===== src/rtl/handshake_constant_burst.sv =====
// Constant/ramp burst source: every accepted ctrl token emits REPEAT tokens
// through a registered, elastic valid/ready output stage.
module handshake_constant_burst #(
    parameter int              DATA_WIDTH  = 32,
    parameter longint unsigned CONST_VALUE = 0,
    parameter int              REPEAT      = 1,
    parameter int              MODE        = 0,
    parameter longint unsigned STRIDE      = 1
) (
    input  logic                  clk,
    input  logic                  rst,
    input  logic                  ctrl_valid,
    output logic                  ctrl_ready,
    output logic [DATA_WIDTH-1:0] outs,
    output logic                  outs_valid,
    input  logic                  outs_ready,
    output logic                  outs_last
);
    localparam int CW = (REPEAT > 1) ? $clog2(REPEAT) : 1;
    localparam logic [DATA_WIDTH-1:0] CONST_V  = DATA_WIDTH'(CONST_VALUE);
    localparam logic [DATA_WIDTH-1:0] STRIDE_V = DATA_WIDTH'(STRIDE);
    localparam logic [CW-1:0]         LAST_CNT = CW'(REPEAT - 1);

    // Encoding chosen so bit 0 is the registered valid and bit 1 the registered last.
    typedef enum logic [1:0] {
        IDLE = 2'b00,
        EMIT = 2'b01,
        LAST = 2'b11
    } state_t;

    state_t                state, state_d;
    logic [CW-1:0]         cnt, cnt_d;
    logic [DATA_WIDTH-1:0] data, data_d;
    logic                  ctrl_fire, out_fire;

    assign outs_valid = state[0];
    assign outs_last  = state[1];
    assign outs       = data;

    // A new burst may load in the same cycle the final beat drains.
    assign ctrl_ready = !rst && (!outs_valid || (outs_ready && outs_last));
    assign ctrl_fire  = ctrl_valid && ctrl_ready;
    assign out_fire   = outs_valid && outs_ready;

    always_ff @(posedge clk) begin
        if (rst) begin
            state <= IDLE;
            cnt   <= '0;
            data  <= '0;
        end else begin
            state <= state_d;
            cnt   <= cnt_d;
            data  <= data_d;
        end
    end

    always_comb begin
        state_d = state;
        cnt_d   = cnt;
        data_d  = data;
        if (ctrl_fire) begin
            data_d  = CONST_V;
            cnt_d   = '0;
            state_d = (REPEAT == 1) ? LAST : EMIT;
        end else if (out_fire) begin
            case (state)
                EMIT: begin
                    cnt_d = cnt + CW'(1);
                    if (MODE == 1) data_d = data + STRIDE_V;
                    state_d = (cnt_d == LAST_CNT) ? LAST : EMIT;
                end
                // data holds after the burst; downstream ignores it while invalid
                LAST:    state_d = IDLE;
                default: state_d = IDLE;
            endcase
        end
    end
endmodule


===== config.mk =====
export PLATFORM = sky130hd
export DESIGN_NAME = handshake_constant_burst
export DESIGN_NICKNAME = d
export VERILOG_FILES = /design/src/rtl/handshake_constant_burst.sv
export SDC_FILE = /design/constraint.sdc
export NUM_CORES = 1
export LEC_CHECK = 0
export ABC_AREA = 0
export BUFFER_PORTS_ARGS = -buffer_cell sky130_fd_sc_hd__buf_4
export CAP_MARGIN = 20
export CORE_MARGIN = 8
export CORE_UTILIZATION = 30
export DETAILED_ROUTE_END_ITERATION = 8
export PLACE_DENSITY = 0.67
export SLEW_MARGIN = 20
export SYNTH_ARGS = -nofsm -noshare
export SYNTH_HDL_FRONTEND = slang
export SYNTH_SLANG_ARGS = --single-unit

===== constraint.sdc =====
create_clock -name clk -period 2.04 [get_ports clk]
set_input_delay 0.408 -clock clk [delete_from_list [all_inputs] [get_ports clk]]
set_output_delay 0.408 -clock clk [all_outputs]
set_load 0.02 [all_outputs]

After elaboration in Yosys (flattened, before gate mapping)
Cells that the tools add are included.
{"block": "op_classes", "add_sub_neg": 1, "eq_ne": 1, "n_mux": 4, "reduce_logical": 10}
{"op": "$mux W2", "n": 4}
{"op": "$logic_and A1 B1 Y1", "n": 4}
{"op": "$eq A2 B1 Y1 const B", "n": 1}
{"op": "$logic_not A1 Y1", "n": 2}
{"op": "$reduce_and A2 Y1", "n": 1}
{"op": "$reduce_bool A2 Y1", "n": 1}
{"op": "$reduce_or A2 Y1", "n": 1}
{"op": "$add A1 B1 Y1 const B", "n": 1}
{"op": "$logic_or A1 B1 Y1", "n": 1}
{"block": "totals", "regBits": 3, "out_inout_bits": 35, "elab_cells": 18}

Logic depth before layout (Yosys ltp)
Gate-level depths: netlist of the first run.
{"block": "depth", "word_depth": 5, "depth_mapped": 3, "ltp_nobuf": 3}

Least setup slack after synthesis of the first run
No wires, ideal clock.
{"block": "synth_path", "kind": "reg2out", "startpoint": "register state[1]", "endpoint": "output port ctrl_ready", "arrival_ps": 898, "required_time_ps": 1632, "path_slack_ps": 734, "path_stages_with_launch": 3, "path_cell_list": "dfxtp_1 a21boi_2 nor2_1"}
{"block": "synth_via", "elab_chain_cells": 3}
{"element": "start: declaration", "line_no": "31", "source": "state_t state, state_d;"}
{"element": "start signal: assignment", "line_no": "51", "source": "state <= state_d;"}
{"element": "$logic_and A1 B1 Y1", "line_no": "41", "source": "assign ctrl_ready = !rst && (!outs_valid || (outs_ready && outs_last));"}
{"element": "$logic_or A1 B1 Y1", "line_no": "41"}
{"element": "$logic_and A1 B1 Y1", "line_no": "41"}
{"element": "end: declaration", "line_no": "13", "source": "output logic ctrl_ready,"}
No other way between the ends.

Worst setup path in the final report of the first run
{"block": "layout_path", "startpoint": "register state[0]", "endpoint": "output port ctrl_ready"}
{"block": "layout_via", "elab_chain_cells": 3}
{"element": "$logic_not A1 Y1", "line_no": "41"}
{"element": "$logic_or A1 B1 Y1", "line_no": "41"}
{"element": "$logic_and A1 B1 Y1", "line_no": "41"}
No other way between the ends.

==> results of run 1 <==
[power by group]
group          internal, W  switching (W)  total [W]  leakage (nW)
combinational    0.0000189      0.0000722  0.0000912         0.164
sequential       0.0000634     0.00000520  0.0000686        0.0249
clock            0.0000734      0.0000322   0.000106        0.0150
[through the flow]
step,total power [W],setup WS (ns)
3_3_place_gp,0.000158,0.690
4_1_cts,0.000269,0.545
2_1_floorplan,0.000188,0.734
5_1_grt,0.000284,0.488
3_5_place_dp,0.000159,0.685
6_report,0.000265,0.559
[flip-flops by register name, summed over array words and instances (netlist names)]
signal and cells:
state 2, cnt 1
[how the worst max path moves through the flow]
| stage | from | endpoint | slack [ns] |
|---|---|---|---|
| 3_3_place_gp | outs_ready | ctrl_ready | 0.69 |
| 6_report | state[0] | ctrl_ready | 0.56 |
| 3_5_place_dp | outs_ready | ctrl_ready | 0.69 |
| 4_1_cts | state[0] | ctrl_ready | 0.55 |
| 2_1_floorplan | state[1] | ctrl_ready | 0.73 |
| 5_1_grt | state[0] | ctrl_ready | 0.49 |
[layout make-up]
type / instances / area (um^2) / area share
multi-input combinational: 46 / 216 / 0.590
sequential: 3 / 60.1 / 0.164
timing repair buffer: 6 / 45.0 / 0.123
clock buffer: 4 / 26.3 / 0.0717
tap: 15 / 18.8 / 0.0512
[worst max-delay path, stage by stage, from the launching register on]
cell and delay, ns:
dfxtp_1 0.37, a21boi_2 0.25, nor2_1 0.06, buf_4 0.15
[logic make-up (layout without fill, tap and decap cells)]
family                 after synthesis  count (layout)  share of synthesized area
AND/OR/NAND/NOR                     10              10                      0.175
AO/OA/AOI/OAI                        4               4                     0.0656
other                                1              32                    0.00937
buffers and inverters               32              10                      0.600
flip-flops                           3               3                      0.150
[cells in the mapped netlist]
library cell,number,share of area
nor2_1,3,0.028
o21ai_1,1,0.012
nor2b_1,2,0.031
nand2b_1,1,0.016
conb_1,1,0.0094
a21boi_2,1,0.028
a21oi_1,2,0.025
nand3b_1,1,0.019
nor3_2,2,0.050
dfxtp_1,3,0.15
buf_4,32,0.60
nor3b_2,1,0.031
[cell usage in the layout, fill, tap and decap left out, drive strengths merged]
cell and n:
nor3b 1, nor2b 2, a21boi 1, clkbuf 4, nand2b 1, nor2 3
dfxtp 3, a21oi 2, buf 6, conb 32, o21ai 1, nand3b 1
nor3 2
[routing by layer]
layer	track usage	up-vias
li1	-	112
met1	0.0367	94
met2	0.0632	21
met3	0.0511	4
met4	0.0647	0
met5	0	-
==> impl_results.md, run 1 <==
* GP Congestion at 0.577
* Setup Total Neg Slack at 0 ns
* DR WL/cell at 9.58 um
* First-pass GRT wire length at 897 um
* Port bufs at 6
* Pleak at 0.203 nW
* Number of synthesized register bits at 3
* Post-CTS Resized at 0
* Post-DP Area at 340 um^2
* Routed metal-1 wire length at 218 um
* Arr. time, crit path at 1.07 ns
* Fin Hold WS at 0.357 ns
* Worst Setup End Kind: output port
* Reg2reg path depth at 3
* Met3 Wirelength at 130 um
* Post-Layout Cell Count at 74
* Final Routed Wirelength at 709 um
* Clk sinks at 3
* Sequential fraction of the synthesis area at 0.150
* Dpl cells at 70
* Vias in the first global route at 202
* Clock slew at reported path FFs at 0.04 ns
* Initial antenna violation count at 0
* Final setup fails at 0
* DR top layer: met4
* Hold buffers post-CTS at 0
* CP max FO at 5
* TritonRoute pass-1 iters at 2
* Largest net degree at the start of global routing at 6
* CP Data Required Time at 1.63 ns
* Crit Reg-Reg Endpoint: state[1]
* DR DRC count at 0
* Residual antenna-violating net count after detailed routing at 0
* R2R Setup Slk at 1.18 ns
* Root Buffer: clkbuf_4
* Gr usage total at 0.0499
* H-tree lvl count at 1
* Hold Path End: cnt
* Die area at 2760 um^2
* Hold Path Stages at 2
* Mapped Cells at 50
* Max VDD drop at 0.249 mV
* Number of diodes at 0
* Setup Buffers After CTS at 0
* Synth warnings at 0
* CTS Buf Count at 3
* CP Launch Type: flop
* Clock Tree Buf Depth at 2
* Share of cells above drive strength 1 at 0.220
* HPWL Detailed at 629 um
* DR iter-0 viols at 1
* Core ar. at 1270 um^2
* Skew final at 0.00478 ns
* HP Class: in2reg
* WS Path Type: reg2out
* FP Rows at 13
* Fin area at 367 um^2
* Fin nets at 64
* Final Util at 0.289
* Chip Width at 52.5 um
* Minimum clock period at 1.48 ns
* Max_cap viols at 0
* Peak Freq at 675 MHz
* CTS tree: built
* Boundary pin count at 39
* Routed met2 length at 331 um
* RSZ-0062 raised after global routing: false
* Fin. max-slew vios at 0
* Area Growth Syn to Fin at -8.44%
* Cell area after synthesis at 400 um^2
* Vias at 231
* Vias/cell at 3.12
* Netlist cell types at 12
* Worst-Skew Late Latency at 0.24 ns
* Tcrit/Tclk final at 0.726
* Final Hold Vio Count at 0
* Filler instances at 144
* Global route overflow at 0
* Status: complete, no violations
* Reg2Reg Launch Point: state[0]
* Chip height at 52.5 um
* Pwr dens at 724 nW/um^2
* Hold_sp: rst
* Initial Utilization at 0.316
* Avg Cell Area, Syn at 8.01 um^2
Note: power is estimated with default switching activity, not from simulation.
==> run 2, diff against run 1 <==
==> constraint.sdc (replaced) <==
create_clock -name clk -period 1.4 [get_ports clk]
set_input_delay 0.28 -clock clk [delete_from_list [all_inputs] [get_ports clk]]
set_output_delay 0.28 -clock clk [all_outputs]
set_load 0.02 [all_outputs]
==> impl_results.md, run 2 (synthesis gave the netlist of run 1 again) <==
* Status: complete, no violations
* TritonRoute pass-1 iters at 2
* Vias/cell at 3.20
* Register area at 60.1 um^2
* Crit-path cells: a21boi_4 > nor2_1 > buf_4
* Largest Register: state
* Chip Width at 52.5 um
* Met1 GRT Util at 0.0353
* Final Routed Wirelength at 687 um
* Chip height at 52.5 um
* Pwr dens at 1020 nW/um^2
* Final setup fails at 0
* Fin Hold WS at 0.244 ns
* Final Util at 0.295
* Sw Share at 0.404
* Clock Tree Buf Depth at 2
* Tcrit/Tclk final at 0.953
* DR DRC count at 0
* RSZ-0062 raised after global routing: false
* Initial antenna violation count at 0
* Arr. time, crit path at 1.05 ns
* GP Congestion at 0.650
* Clock network fraction of total power at 0.383
* Skew final at 0.00155 ns
* Most common cell after layout, fill and taps aside: conb_1
* Fin nets at 64
* Worst Setup End Kind: output port
* Met2 GRT Util at 0.0652
* Internal Power at 0.000229 W
* Worst-Skew Late Latency at 0.23 ns
* CP max FO at 5
* Most frequent cells in the layout: conb_1, buf_4, nor2_1, clkbuf_4, dfxtp_1
* Peak Freq at 749 MHz
* CTS tree: built
* Vias at 237
* Root Buffer: clkbuf_4
* Crit Reg-Reg Endpoint: state[1]
* Max_cap viols at 0
* Number of diodes at 0
* Grt peak-use layer: met2
* Hold Path Stages at 2
* HPWL Detailed at 636 um
* CP Data Required Time at 1.12 ns
* Pleak at 0.207 nW
* Hold Path End: cnt
* Boundary pin count at 39
* Power share of the combinational group at 0.353
* Setup Total Neg Slack at 0 ns
* Largest net degree at the start of global routing at 6
* Top delay family on crit path: flip-flops
* Share of cells above drive strength 1 at 0.220
* Seq pwr share at 0.264
* H-tree lvl count at 1
* Core ar. at 1270 um^2
* Met3 Use GR at 0.0369
* Max VDD drop at 0.263 mV
* Die area at 2760 um^2
* Reg2reg path depth at 3
* DR WL/cell at 9.28 um
* Final Hold Vio Count at 0
* DR iter-0 viols at 3
* First-pass GRT wire length at 828 um
* Hold_sp: rst
* Port bufs at 6
* Area of the multi-input gates at 224 um^2
* HP Class: in2reg
* Critical path buffers and inverters at 1
* FP Rows at 13
* Global route overflow at 0
* Area Growth Syn to Fin at -6.56%
* R2R Setup Slk at 0.52 ns
* Fin. max-slew vios at 0
* Minimum clock period at 1.33 ns
* Sw power at 0.000155 W
* Max stage delay on crit path at 0.38 ns
* Clock slew at reported path FFs at 0.03 ns
* Initial Utilization at 0.316
* Largest regs: state: 2 flops, cnt: 1 flops
* CTS Buf Count at 3
* Vias in the first global route at 212
* Critical path's slowest cell: dfxtp_1
* Clk sinks at 3
* Gr usage total at 0.0437
* CP Launch Type: flop
* Residual antenna-violating net count after detailed routing at 0
* Reg2Reg Launch Point: state[1]
* Max reg flops at 2
* WS Path Type: reg2out
* Filler instances at 164
## run 2: what timing repair did
| action | CTS | global route |
|---|---|---|
| setup endpoints to repair | 0 | 1 |
| hold buffers | 0 | 0 |
| buffers inserted | 0 | 0 |
| gates resized for setup | 0 | 1 |
## run 2: metal layers
metal  vias to the layer above  part of all wire  wire length (um)
li1                        111                 -                 -
met1                       107              0.30               206
met2                        19              0.53               361
met3                         0              0.17               119
met4                         0                 0                 0
met5                         -                 0                 0
## run 2: how the worst max path moves through the flow
stage	start	endpoint	slack (ns)	cells after the start
floorplan	state[1]	ctrl_ready	0.22	2
global placement	state[0]	ctrl_ready	0.29	3
detailed placement	state[0]	ctrl_ready	0.28	3
CTS	state[0]	ctrl_ready	0.03	3
global route	state[0]	ctrl_ready	0.002	3
finish	state[0]	ctrl_ready	0.07	3
## run 2: per-stage QoR
stage	power, W	worst slack [ns]	area (um^2)	instances
floorplan	0.000274	0.222	517	81
global placement	0.000230	0.292	340	70
detailed placement	0.000232	0.276	340	70
CTS	0.000385	0.0278	367	74
global route	0.000412	0.00152	374	74
finish	0.000383	0.0653	374	74
## run 2: power groups by stage
stage | combinational [W] | clock [W] | sequential (W)
6_report | 0.000135 | 0.000147 | 0.000101
5_1_grt | 0.000145 | 0.000164 | 0.000103
4_1_cts | 0.000130 | 0.000155 | 0.000100
3_5_place_dp | 0.000130 | 0 | 0.000101
3_3_place_gp | 0.000129 | 0 | 0.000101
2_1_floorplan | 0.000168 | 0 | 0.000106
## run 2: final cells by class
| cell class | count | share of cell area |
|---|---|---|
| Clock buffer | 4 | 0.0702 |
| Tap cell | 15 | 0.0502 |
| Sequential cell | 3 | 0.161 |
| Multi-Input combinational cell | 46 | 0.599 |
| Timing Repair Buffer | 6 | 0.120 |
==> run 3, diff against run 2 <==
--- a/config.mk
+++ b/config.mk
@@ -8,10 +8,13 @@
 export ABC_AREA = 0
 export BUFFER_PORTS_ARGS = -buffer_cell sky130_fd_sc_hd__buf_4
 export CAP_MARGIN = 20
+export CELL_PAD_IN_SITES_DETAIL_PLACEMENT = 0
+export CELL_PAD_IN_SITES_GLOBAL_PLACEMENT = 2
 export CORE_MARGIN = 8
-export CORE_UTILIZATION = 30
+export CORE_UTILIZATION = 16
 export DETAILED_ROUTE_END_ITERATION = 8
-export PLACE_DENSITY = 0.67
+export PLACE_DENSITY = 0.74
+export REMOVE_ABC_BUFFERS = 1
 export SLEW_MARGIN = 20
 export SYNTH_ARGS = -nofsm -noshare
 export SYNTH_HDL_FRONTEND = slang
==> impl_results.md, run 3 (synthesis gave the netlist of run 1 again) <==
* Clk sinks at 3
* Minimum clock period at 1.31 ns
* Setup Buffers After CTS at 0
* Vias in the first global route at 205
* Pleak at 0.207 nW
* Setup Total Neg Slack at 0 ns
* FP Rows at 18
* Worst Setup End Kind: output port
* Fin. max-slew vios at 0
* Vias at 234
* Initial Utilization at 0.165
* Pwr dens at 986 nW/um^2
* Max reg flops at 2
* Peak Freq at 764 MHz
* Dpl cells at 85
* Number of diodes at 0
* Root Buffer: clkbuf_4
* Boundary pin count at 39
* Post-DP Area at 359 um^2
* DR iter-0 viols at 3
* Clock slew at reported path FFs at 0.04 ns
* Worst-Skew Late Latency at 0.23 ns
* Core ar. at 2430 um^2
* Hold buffers post-CTS at 0
* Gr usage total at 0.0313
* Die area at 4360 um^2
* Share of cells above drive strength 1 at 0.237
* Largest net degree at the start of global routing at 6
* HPWL Detailed at 649 um
* Chip height at 66.0 um
* Fin area at 394 um^2
* CTS tree: built
* Tcrit/Tclk final at 0.935
* CP max FO at 5
* Skew final at 0.000104 ns
* Initial antenna violation count at 0
* Vias/cell at 2.63
* Max VDD drop at 0.472 mV
* Final setup fails at 0
* Area of the multi-input gates at 224 um^2
* Most common cell after layout, fill and taps aside: conb_1
* WS Path Type: reg2out
* Setup WS pre-CTS at 0.253 ns
* H-tree lvl count at 1
* Register area at 61.3 um^2
* DR WL/cell at 8.60 um
* Final Routed Wirelength at 765 um
* Arr. time, crit path at 1.03 ns
* Largest regs: state: 2 flops, cnt: 1 flops
* CTS Buf Count at 3
* Residual antenna-violating net count after detailed routing at 0
* Status: complete, no violations
* Post-Layout Cell Count at 89
* CP Data Required Time at 1.12 ns
* Most frequent cells in the layout: conb_1, buf_4, nor2_1, clkbuf_4
* CP Launch Type: flop
* Clock Tree Buf Depth at 2
* GP Congestion at 0.541
* Fin nets at 64
* First-pass GRT wire length at 986 um
* Area Growth Syn to Fin at -1.56%
* Global route overflow at 0
* Chip Width at 66.0 um
* HP Class: in2reg
* Port bufs at 6
* RSZ-0062 raised after global routing: false
* DR DRC count at 0
* TritonRoute pass-1 iters at 2
* Fin Hold WS at 0.234 ns
* Largest Register: state
* Worst Setup Slack, final at 0.0906 ns
* Max_cap viols at 0
* Final Hold Vio Count at 0
* Filler instances at 292
-- run 3: layout make-up --
class,count,share of cell area
timing repair buffer,6,0.114
clock buffer,4,0.0667
multi-input combinational,46,0.568
sequential,3,0.156
tap,30,0.0952
-- run 3: final timing paths --
path                            startpoint    endpoint  slack, ns  cells past startpoint
worst max-delay path              state[0]  ctrl_ready       0.09                      3
worst min-delay path                   rst    state[0]       0.23                      2
worst max register to register    state[1]         cnt       0.51                      3
worst min register to register         cnt         cnt       0.53                      2
-- run 3: metal layers --
metal | share of wire | GRT usage | up-vias
met2 | 0.38 | 0.0402 | 24
met3 | 0.23 | 0.0271 | 0
met1 | 0.39 | 0.0346 | 99
met5 | 0 | 0 | -
met4 | 0 | 0.0160 | 0
li1 | - | - | 111
-- run 3: worst max-delay path, stage by stage (launching register included) --
cell	delay, ns
dfxtp_2	0.36
a21boi_4	0.23
nor2_1	0.06
buf_4	0.15
-- run 3: stage by stage --
stage,total power [W],util
after floorplan,0.000205,-
after global routing,0.000418,0.162
after detailed placement,0.000232,0.148
final,0.000389,0.162
after global placement,0.000230,0.148
after CTS,0.000395,0.162
-- run 3: what timing repair did --
item,in CTS,in global routing
pin swaps,0,0
gates resized for setup,1,1
gates cloned,0,0
setup endpoints to repair,1,1
-- run 3: power by group --
part	leakage [nW]	total (W)	internal, W	switching, W
Sequential	0.0251	0.000103	0.0000929	0.00000981
Combinational	0.167	0.000136	0.0000296	0.000107
Clock	0.0150	0.000150	0.000107	0.0000431
Total	0.207	0.000389	0.000229	0.000160
